## src/rtl/vga_capture.sv

```systemverilog
// rtl/vga_capture.sv - VGA receive: sync recovery, timing measurement, lock and pixel capture
module vga_capture #(
  parameter int H_START  = 144,
  parameter int H_ACTIVE = 640,
  parameter int V_START  = 35,
  parameter int V_ACTIVE = 480,
  parameter int CNT_W    = 12
) (
  input  logic             clock,
  input  logic             res,
  input  logic             hsync_n,
  input  logic             vsync_n,
  input  logic [3:0]       red,
  input  logic [3:0]       green,
  input  logic [3:0]       blue,
  output logic             pix_valid,
  output logic [9:0]       pix_x,
  output logic [9:0]       pix_y,
  output logic [11:0]      pix_rgb,
  output logic             frame_start,
  output logic [CNT_W-1:0] h_total,
  output logic [CNT_W-1:0] v_total,
  output logic             locked
);

  typedef enum logic [1:0] {SEARCH = 2'd0, MEASURE = 2'd1, LOCKED = 2'd2} state_t;

  localparam logic [CNT_W-1:0] CNT_MAX = {CNT_W{1'b1}};
  localparam logic [CNT_W-1:0] CNT_ONE = CNT_W'(1);
  localparam logic [CNT_W-1:0] L_HS    = CNT_W'(H_START);
  localparam logic [CNT_W-1:0] L_HE    = CNT_W'(H_START + H_ACTIVE);
  localparam logic [CNT_W-1:0] L_VS    = CNT_W'(V_START);
  localparam logic [CNT_W-1:0] L_VE    = CNT_W'(V_START + V_ACTIVE);

  logic             r_hs_s1, r_hs_s2, r_hs_prev;
  logic             r_vs_s1, r_vs_s2, r_vs_prev;
  logic [11:0]      r_rgb_s1, r_rgb_s2;
  logic [CNT_W-1:0] r_hcnt, r_vcnt;
  logic             r_arm;
  logic [CNT_W-1:0] r_ref_h, r_ref_v;
  state_t           r_state;

  logic             w_hfall, w_vfall, w_origin, w_sat, w_match, w_reload, w_valid;
  logic [CNT_W-1:0] w_line_len, w_frame_len, w_hcnt_nxt, w_vcnt_nxt;
  state_t           w_state_nxt;

  // Sync flops are seeded high so a line held high at release never looks like a falling edge
  always_ff @(posedge clock or posedge res) begin
    if (res) begin
      r_hs_s1   <= 1'b1;
      r_hs_s2   <= 1'b1;
      r_hs_prev <= 1'b1;
      r_vs_s1   <= 1'b1;
      r_vs_s2   <= 1'b1;
      r_vs_prev <= 1'b1;
      r_rgb_s1  <= '0;
      r_rgb_s2  <= '0;
    end else begin
      r_hs_s1   <= hsync_n;
      r_hs_s2   <= r_hs_s1;
      r_hs_prev <= r_hs_s2;
      r_vs_s1   <= vsync_n;
      r_vs_s2   <= r_vs_s1;
      r_vs_prev <= r_vs_s2;
      r_rgb_s1  <= {red, green, blue};
      r_rgb_s2  <= r_rgb_s1;
    end
  end

  assign w_hfall     = r_hs_prev & ~r_hs_s2;
  assign w_vfall     = r_vs_prev & ~r_vs_s2;
  assign w_origin    = w_hfall & (r_arm | w_vfall);
  assign w_sat       = (r_hcnt == CNT_MAX);
  assign w_line_len  = r_hcnt + CNT_ONE;
  assign w_frame_len = r_vcnt + CNT_ONE;
  assign w_hcnt_nxt  = w_hfall ? '0 : (w_sat ? r_hcnt : r_hcnt + CNT_ONE);
  assign w_vcnt_nxt  = w_origin ? '0 :
                       ((w_hfall && (r_vcnt != CNT_MAX)) ? r_vcnt + CNT_ONE : r_vcnt);
  assign w_match     = (w_line_len == r_ref_h) && (w_frame_len == r_ref_v);

  // Horizontal/vertical position counters and the vsync arm flag
  always_ff @(posedge clock or posedge res) begin
    if (res) begin
      r_hcnt <= '0;
      r_vcnt <= '0;
      r_arm  <= 1'b0;
    end else begin
      r_hcnt <= w_hcnt_nxt;
      r_vcnt <= w_vcnt_nxt;
      if (w_origin)
        r_arm <= 1'b0;
      else if (w_vfall)
        r_arm <= 1'b1;
    end
  end

  // Lock FSM next state; saturation (sync lost) overrides any frame-origin decision
  always_comb begin
    w_state_nxt = r_state;
    w_reload    = 1'b0;
    if (w_sat) begin
      w_state_nxt = SEARCH;
    end else if (w_origin) begin
      case (r_state)
        SEARCH: begin
          w_state_nxt = MEASURE;
          w_reload    = 1'b1;
        end
        MEASURE: begin
          if (w_match) w_state_nxt = LOCKED;
          else         w_reload    = 1'b1;
        end
        LOCKED: begin
          if (!w_match) begin
            w_state_nxt = MEASURE;
            w_reload    = 1'b1;
          end
        end
        default: w_state_nxt = SEARCH;
      endcase
    end
  end

  // FSM state, reference measurements and published totals
  always_ff @(posedge clock or posedge res) begin
    if (res) begin
      r_state <= SEARCH;
      r_ref_h <= '0;
      r_ref_v <= '0;
      h_total <= '0;
      v_total <= '0;
    end else begin
      r_state <= w_state_nxt;
      if (w_reload) begin
        r_ref_h <= w_line_len;
        r_ref_v <= w_frame_len;
      end
      if (w_origin && !w_sat && (r_state != SEARCH)) begin
        h_total <= w_reload ? w_line_len  : r_ref_h;
        v_total <= w_reload ? w_frame_len : r_ref_v;
      end
    end
  end

  // Window test uses next-cycle counters so coordinates line up with the delayed RGB
  assign w_valid = (w_state_nxt == LOCKED) &&
                   (w_hcnt_nxt >= L_HS) && (w_hcnt_nxt < L_HE) &&
                   (w_vcnt_nxt >= L_VS) && (w_vcnt_nxt < L_VE);

  // Registered pixel outputs, zeroed outside the active window
  always_ff @(posedge clock or posedge res) begin
    if (res) begin
      pix_valid   <= 1'b0;
      pix_x       <= '0;
      pix_y       <= '0;
      pix_rgb     <= '0;
      frame_start <= 1'b0;
      locked      <= 1'b0;
    end else begin
      pix_valid   <= w_valid;
      pix_x       <= w_valid ? (w_hcnt_nxt[9:0] - L_HS[9:0]) : '0;
      pix_y       <= w_valid ? (w_vcnt_nxt[9:0] - L_VS[9:0]) : '0;
      pix_rgb     <= w_valid ? r_rgb_s2 : '0;
      frame_start <= w_valid && (w_hcnt_nxt == L_HS) && (w_vcnt_nxt == L_VS);
      locked      <= (w_state_nxt == LOCKED);
    end
  end

endmodule

```

## config.mk

```make
export PLATFORM = sky130hd
export DESIGN_NAME = vga_capture
export DESIGN_NICKNAME = d
export VERILOG_FILES = /design/src/rtl/vga_capture.sv
export SDC_FILE = /design/constraint.sdc
export NUM_CORES = 1
export LEC_CHECK = 0
export ABC_AREA = 1
export CAP_MARGIN = 15
export CORE_MARGIN = 5
export CORE_UTILIZATION = 30
export CTS_CLUSTER_DIAMETER = 60
export DETAILED_ROUTE_END_ITERATION = 8
export PLACE_DENSITY = 0.53
export SETUP_SLACK_MARGIN = 0.02
export SYNTH_ARGS = -nofsm -noshare
export SYNTH_HDL_FRONTEND = slang
export SYNTH_SLANG_ARGS = --single-unit
```

## constraint.sdc

```tcl
create_clock -name clock -period 4.3 [get_ports clock]
set_clock_uncertainty 0.05 [all_clocks]
set_input_delay 0.645 -clock clock [delete_from_list [all_inputs] [get_ports clock]]
set_output_delay 0.645 -clock clock [all_outputs]
set_load 0.005 [all_outputs]
```

==> metrics.txt <==
DRT Pass-1 Iters=5; WP data arrival=3720 ps; VDD IR max=310 uV; CP endpoint=pix_x[9]$_DFF_PP0_; final instance area=8320 um2; post-route ant nets=0; Initial Utilization=between 30 and 40%; CTS Sinks=140; type of origin of the critical path=flop; most common cell after layout, fill and taps aside=nand2_1; Slew @ Worst Pin=roughly 760 ps; critical path class=reg2reg; outcome=finished, final reports clean; clk slew on worst S/H paths=~60 ps; Wirelength per Cell=~14 um; max cap viols=0; Buf/Inv on CP=2; EDFF count, synth=0; Leak Pwr=4.09 nW; Worst Setup SP=r_vcnt[0]$_DFF_PP0_; RePlAce Congestion=around 0.87; final hold violations=0; Die Span Y=159 um; total setup buffers inserted after CTS=0; grt total ovfl=0; Critical Path RT=roughly 4600 ps; pin count of the biggest net entering global routing=between 100 and 150; most frequent cells in the layout=230 x nand2_1, 134 x dfrtp_1, 86 x inv_1; PnR worst setup slack=between 800 and 900 ps; DP Worst Slack=about 840 ps; hold crit path type=reg2reg; gr busiest metal=met1; GRT Total Usage=a little over an eighth; Yosys cell types=38; yosys warns=0; CTS root buf=clkbuf_16; Max Clk Rate=just under 300 MHz; mapped cell area=between 6000 and 7000 um2; first-pass GRT wire length=~27000 um; CP max FO=34; CTS tree=yes; Final min period=3440 ps; register area=approximately 3500 um2; hold path cells=0; antenna violations before repair=0; final WL=~16000 um; Layout fillers=2246; Port Buffers=74; n_diodes=0; Finish-stage setup viols=0; Seq/Total Area, Yosys=52.4%; RR Endpoint=pix_x[9]$_DFF_PP0_; CTS H-tree depth=4; crit-path most repeated cell=nand3_1; clock latency on the worst-skew pair=420 ps; # resized after CTS=0; Vias=5054; critical path cell sequence=ha_1 > nand2_1 > nor2_2 > nand3_1 > nand2_2 > inv_2 > a211oi_1 > ha_1 > inv_1 > nand3_1 > nand3_1 > nand3_1 > nand2_1 > nor2_2 > nand3_4 > nor2_1; Final HPWL DP=11500 um; area delta synth->final=24.2%; layout cell share with drive strength beyond 1=~15%; RSZ-0062 raised after global routing=no; Syn Area/Cell=just under 9 um2; PwrDens=roughly 530 nW/um2; Slowest-stage cell, CP=dfrtp_1; Rows=between 50 and 60; setup tns final=0 ps; Nets=880; R2R depth=16; Post-CTS Hold Buffers=0; Largest delay share family, worst path=simple AND/OR/NAND/NOR gates; core area=approximately 22000 um2; Worst setup EP type=flop; Worst path max stage delay=approximately 480 ps; synthesized net count=800; dpl cell area=7720 um2; Ports=between 70 and 80; Reg2Reg Launch Point=r_vcnt[0]$_DFF_PP0_; post-synthesis instance total=approximately 780; Num CTS Buffers=17; Final Max Tran Viols=0; Worst slew margin=between 40% and 50%; die area=between 20000 and 30000 um2; M1 GR Usage=between 10% and 20%; Final period util=roughly 80%; vias in the first global route=approximately 5000; First DRT Iteration DRCs=324; FF+latch count, synth=140; share of flip-flops with an asynchronous set or reset=100%; vias per cell=approximately 4.4; Multi-input gate area=2710 um2; worst hold slack=approximately 300 ps; R2R Setup Slk=about 860 ps; met2 usage=a little under a fifth; WP depth=16; Die Wd=around 160 um; Synth Flop Type=dfrtp_1; # DRC=0; Max clock buf depth=2; met3 Use GR=under 10%
[logic make-up after synthesis]
kind of cell / count (synthesis) / synth area share, %
simple gates: 417 / 28.8
flops: 140 / 52.4
buf+inv: 111 / 7.23
compound gates: 81 / 7.71
xor+xnor: 17 / 2.22
fa+ha+maj: 9 / 1.68
[state kept, by name, indices dropped and copies added, names as in the netlist, 2 cells and up]
signal,count
h_total,12
pix_rgb,12
r_hcnt,12
r_ref_h,12
r_ref_v,12
r_rgb_s1,12
r_rgb_s2,12
r_vcnt,12
v_total,12
pix_x,10
pix_y,10
r_state,2
[area by class of cell]
cell class / instances / area share [%]
Timing Repair Buffer: 79 / 9.65
Multi-Input combinational cell: 524 / 32.5
Inverter: 93 / 4.24
Clock buffer: 17 / 5.11
Tap cell: 280 / 4.21
Sequential cell: 140 / 42.2
Clock inverter: 15 / 2.10
[power breakdown]
part	internal [mW]	switching (mW)
registers	1.53	0.176
clock network	0.876	0.626
logic	0.475	0.726
total	2.88	1.53
[synth_stat cells (all sizes together), types with 2 or more instances]
cell / count / area share (%)
inv: 93 / 5.2
nand2: 239 / 14
o21ai: 58 / 5.5
nand3b: 11 / 1.2
a211oi: 2 / 0.22
nor2: 91 / 7.0
buf: 12 / 1.5
nand4: 11 / 1.3
xnor2: 3 / 0.39
xor2: 14 / 1.8
nand3: 56 / 4.6
dfstp: 6 / 2.4
a21oi: 19 / 1.8
nor3: 6 / 0.60
dfrtp: 134 / 50
ha: 9 / 1.7
clkbuf: 6 / 0.49
[worst min path at each step]
stage | from | to | slack [ps]
after floorplan | r_rgb_s1[0]$_DFF_PP0_ | r_rgb_s2[0]$_DFF_PP0_ | 280
after global placement | r_rgb_s1[5]$_DFF_PP0_ | r_rgb_s2[5]$_DFF_PP0_ | 280
after detailed placement | r_rgb_s1[2]$_DFF_PP0_ | r_rgb_s2[2]$_DFF_PP0_ | 280
after CTS | r_rgb_s1[4]$_DFF_PP0_ | r_rgb_s2[4]$_DFF_PP0_ | 300
after global routing | r_rgb_s1[4]$_DFF_PP0_ | r_rgb_s2[4]$_DFF_PP0_ | 300
final | r_rgb_s1[4]$_DFF_PP0_ | r_rgb_s2[4]$_DFF_PP0_ | 300
[per-stage QoR]
step           power, mW  cells  util [%]
2_1_floorplan       2.51    775         -
3_3_place_gp        2.94   1116      35.3
3_5_place_dp        2.94   1116      35.3
4_1_cts             4.48   1148      38.0
5_1_grt             4.73   1148      38.0
6_report            4.41   1148      38.0
[metal layers]
metal  vias to the layer above  part of all wire (%)
met5                         -                     0
met4                         0                   1.0
met3                        14                   4.8
met2                       102                    42
met1                      2323                    52
li1                       2615                     -
Note: power is estimated with default switching activity, not from simulation.
